File: src/rtl/clock_divider_prog.sv
// Multi-channel runtime-programmable clock divider; half-period changes load only at toggle edges.
// Define CLKDIV_TICK_EN to build the per-channel rising-edge tick outputs.
module clock_divider_prog #(
  parameter int unsigned NUM_CH   = 2,
  parameter int unsigned CNT_W    = 16,
  parameter int unsigned DEF_HALF = 2,
  localparam int unsigned CH_W    = (NUM_CH > 1) ? $clog2(NUM_CH) : 1
) (
  input  logic              clk,
  input  logic              rst_n,
  input  logic              en,
  input  logic              sync,
  input  logic              cfg_valid,
  output logic              cfg_ready,
  input  logic [CH_W-1:0]   cfg_ch,
  input  logic [CNT_W-1:0]  cfg_half,
  output logic [NUM_CH-1:0] clk_out,
  output logic [NUM_CH-1:0] tick
);

  logic [CNT_W-1:0]  cnt_q       [NUM_CH];
  logic [CNT_W-1:0]  cnt_d       [NUM_CH];
  logic [CNT_W-1:0]  act_q       [NUM_CH];
  logic [CNT_W-1:0]  act_d       [NUM_CH];
  logic [CNT_W-1:0]  pend_half_q [NUM_CH];
  logic [CNT_W-1:0]  pend_half_d [NUM_CH];
  logic [NUM_CH-1:0] pend_q, pend_d;
  logic [NUM_CH-1:0] clk_q, clk_d;
  logic [NUM_CH-1:0] accept;

  // Out-of-range channel numbers match no channel, so they read ready and are dropped.
  always_comb begin
    cfg_ready = 1'b1;
    for (int i = 0; i < NUM_CH; i++) begin
      if (cfg_ch == CH_W'(i)) cfg_ready = ~pend_q[i];
    end
  end

  always_comb begin
    for (int i = 0; i < NUM_CH; i++) begin
      accept[i] = cfg_valid & cfg_ready & (cfg_ch == CH_W'(i));
    end
  end

  always_comb begin
    cnt_d       = cnt_q;
    act_d       = act_q;
    pend_half_d = pend_half_q;
    pend_d      = pend_q;
    clk_d       = clk_q;
    for (int i = 0; i < NUM_CH; i++) begin
      if (sync) begin
        cnt_d[i] = '0;
        clk_d[i] = 1'b0;
        if (pend_q[i]) act_d[i] = pend_half_q[i];
        pend_d[i] = 1'b0;
      end else if (en) begin
        if (cnt_q[i] == act_q[i]) begin
          cnt_d[i] = '0;
          clk_d[i] = ~clk_q[i];
          if (pend_q[i]) begin
            act_d[i]  = pend_half_q[i];
            pend_d[i] = 1'b0;
          end
        end else begin
          cnt_d[i] = cnt_q[i] + CNT_W'(1);
        end
      end
      // Accept only happens with pend low, so it never collides with a boundary load.
      if (accept[i]) begin
        pend_half_d[i] = cfg_half;
        pend_d[i]      = 1'b1;
      end
    end
  end

  always_ff @(posedge clk) begin
    if (!rst_n) begin
      for (int i = 0; i < NUM_CH; i++) begin
        cnt_q[i]       <= '0;
        act_q[i]       <= CNT_W'(DEF_HALF);
        pend_half_q[i] <= '0;
      end
      pend_q <= '0;
      clk_q  <= '0;
    end else begin
      cnt_q       <= cnt_d;
      act_q       <= act_d;
      pend_half_q <= pend_half_d;
      pend_q      <= pend_d;
      clk_q       <= clk_d;
    end
  end

  assign clk_out = clk_q;

`ifdef CLKDIV_TICK_EN
  logic [NUM_CH-1:0] tick_q, tick_d;

  always_comb begin
    for (int i = 0; i < NUM_CH; i++) begin
      tick_d[i] = en & ~sync & (cnt_q[i] == act_q[i]) & ~clk_q[i];
    end
  end

  always_ff @(posedge clk) begin
    if (!rst_n) tick_q <= '0;
    else        tick_q <= tick_d;
  end

  assign tick = tick_q;
`else
  assign tick = '0;
`endif

endmodule
File: config.mk
export PLATFORM = sky130hd
export DESIGN_NAME = clock_divider_prog
export DESIGN_NICKNAME = d
export VERILOG_FILES = /design/src/rtl/clock_divider_prog.sv
export SDC_FILE = /design/constraint.sdc
export NUM_CORES = 1
export LEC_CHECK = 0
export ABC_CLOCK_PERIOD_IN_PS = 1940
export CAP_MARGIN = 15
export CORE_AREA = 2 2 99 101
export DETAILED_ROUTE_END_ITERATION = 7
export DIE_AREA = 0 0 101 103
export PLACE_DENSITY = 0.73
export SETUP_SLACK_MARGIN = 0.3
export SYNTH_ARGS = -nofsm -noshare
export SYNTH_HDL_FRONTEND = slang
export SYNTH_SLANG_ARGS = --single-unit
File: constraint.sdc
create_clock -name clk -period 1.94 [get_ports clk]
set_input_delay 0.194 -clock clk [delete_from_list [all_inputs] [get_ports clk]]
set_output_delay 0.194 -clock clk [all_outputs]
set_load 0.05 [all_outputs]
==> run metrics <==
post-synthesis sequential area ratio 40.9%; Final Max Tran Viols 0; Worst Path Required 2.25 ns; Core Region 9460 um2; largest family of logic cells by synthesized area simple AND/OR/NAND/NOR gates; Die Height 103 um; Hold Startpoint rst_n; via count 4,046; library cells used by synthesis 48; PortBufs 24; Avg WL per Cell 16.1 um; Pleak 2.20 nW; largest net degree at the start of global routing 36; Worst-Skew Late Latency 0.37 ns; Synth area leader dfxtp_1; commonest cells in the netlist dfxtp_1 (100), nand2_1 (79), a21boi_0 (60); vias in the first global route 3,614; PwrDens 694 nW/um2; chip width 101 um; final wirelength 11,400 um; initial antenna violation count 0; worst hold slack 0.351 ns; Post-synth EDFFs 0; Setup Viol. Count Final 0; Pwr Total 4.03 mW; critical path class reg -> reg; Yosys Warn Count 0; IO Count 27; max cap viols 0; share of flip-flops with an asynchronous set or reset 0%; hold-fix buffers at CTS 0; met1 usage 30.7%; top_reg_cell synth dfxtp_1; Synth Area in Simple Gates 24.2%; TNS Setup 0 ns; Post-DP HPWL 7570 um; gpl congestion 0.883; first-pass GRT wire length 17,900 um; Post-Syn Area 4890 um2; Synth Area in Adders 0.511%; XOR/XNOR Fraction of Synth Area 11.2%; headroom to the max-slew limit 64.3%; clk sink count 100; Clock Skew 0.00724 ns; Fmax 554 MHz; most frequent cell after synthesis dfxtp_1; CTS tree built; GR Util All Layers 21.8%; Final nets 612; register bit total from synthesis 100; CP startpoint cnt_q[25]$_SDFFE_PP0P_; minimum clock period 1.81 ns; Antenna Nets Post-Route 0; mux cell area share after synthesis 0.613%; mean area per synthesized cell 8.85 um2; total CTS buffers 9; CP endpoint kind flop; # rows 36; RSZ-0062 raised after global routing true; layout cell share with drive strength beyond 1 20.7%; peak supply drop 0.490 mV; top post-synthesis cells by area dfxtp_1 (41%), a21boi_0 (9.2%), xor2_1 (8.8%); # DRC 0; Final Hold Vio Count 0; DR pass1 iterations 7; Hold WC Path Type in -> reg; compound-cell area share of the yosys netlist 17.9%; Post-Syn Instances 553; Bufs on Longest Clock Path 2; worst-path maximum fanout 4; CP arrival 2.12 ns; Worst Setup Start Kind flop; share of the clock period used by the worst path 93.1%; CTS clk-pin slew, worst paths 0.10 ns; H-tree levels 3; gr busiest metal met2; status complete, no violations; starting density of the core 51.7%; antenna diode count 0; Worst R2R Start cnt_q[25]$_SDFFE_PP0P_; Least-Margin Pin Slew 0.534 ns; initial DRC count 192; met3 global-route usage 2.78%; post-synth top area share 40.9%; CTS root buf clkbuf_8; Area Overhead vs Synth 18.6%; die area 10,400 um2; gr ovfl total 0; met2 Use GR 34.2%; Via density 5.72
## path summary, 6_finish.rpt
check,to,slack (ns),cells past startpoint
worst max-delay path,clk_out[0]$_SDFFE_PP0P_,0.13,6
worst min-delay path,act_q[14]$_SDFFE_PN0P_,0.35,4
worst max register to register,clk_out[0]$_SDFFE_PP0P_,0.13,6
worst min register to register,pend_half_q[1]$_SDFFE_PN0P_,0.48,2
## timing repair
action,in CTS,in global routing
gates resized for setup,28,32
buffers inserted,8,7
setup endpoints to repair,71,68
cloned,2,1
pin swaps,17,9
## through the flow
step                util, %  std cells  area [um2]  setup slack (ns)
detailed placement     55.7        673        5270            -0.108
global placement       55.7        673        5270           -0.0419
floorplan                 -        554        4920             0.158
global route           61.3        707        5800            0.0650
CTS                    59.4        699        5620             0.130
finish                 61.3        707        5800             0.134
## state kept, by name, summed over array words and instances (netlist names)
name,count
pend_q,2
pend_half_q,32
clk_out,2
act_q,32
cnt_q,32
## cells by family after synthesis
| group | count (synthesis) |
|---|---|
| other | 1 |
| multiplexers | 3 |
| flip-flops | 100 |
| buffers and inverters | 45 |
| AND/OR/NAND/NOR | 234 |
| AO/OA/AOI/OAI | 106 |
| XOR/XNOR | 62 |
| adder cells (fa/ha/maj) | 2 |
## cell usage in the layout (no fill, tap or decap), types with 12 or more instances in the layout
cell,n
a21boi_0,60
a221o_1,22
buf_4,27
clkdlybuf4s50_1,20
dfxtp_1,76
dfxtp_2,20
nand2_1,79
nand2b_1,21
nand3_1,42
nor2_1,38
xnor2_1,12
xor2_1,47
## final cells by class
| type | count | area (um2) |
|---|---|---|
| Tap cell | 114 | 143 |
| Sequential cell | 100 | 2040 |
| Timing Repair Buffer | 61 | 567 |
| Clock inverter | 6 | 72.6 |
| Fill cell | 788 | 3660 |
| Inverter | 6 | 22.5 |
| Clock buffer | 10 | 138 |
| Multi-Input combinational cell | 410 | 2820 |
## report_power, final
group	switching (mW)	total, mW	internal, mW	leakage, nW
logic	0.252	0.474	0.223	1.28
registers	0.0567	2.16	2.10	0.823
clock network	0.753	1.40	0.643	0.103
## metal layers
metal | wire length, um | vias up | part of all wire [%]
met5 | 0 | - | 0
met4 | 189 | 0 | 1.7
met3 | 467 | 15 | 4.1
met2 | 5220 | 94 | 46
met1 | 5510 | 1950 | 48
li1 | - | 1987 | -
## critical path, stage by stage (launching register included)
cell	delay, ns
dfxtp_2	0.36
xor2_1	0.15
nor4_2	0.33
nand3_2	0.17
buf_4	0.18
or3_2	0.44
a21oi_1	0.14
(Power assumes the default switching activity.)
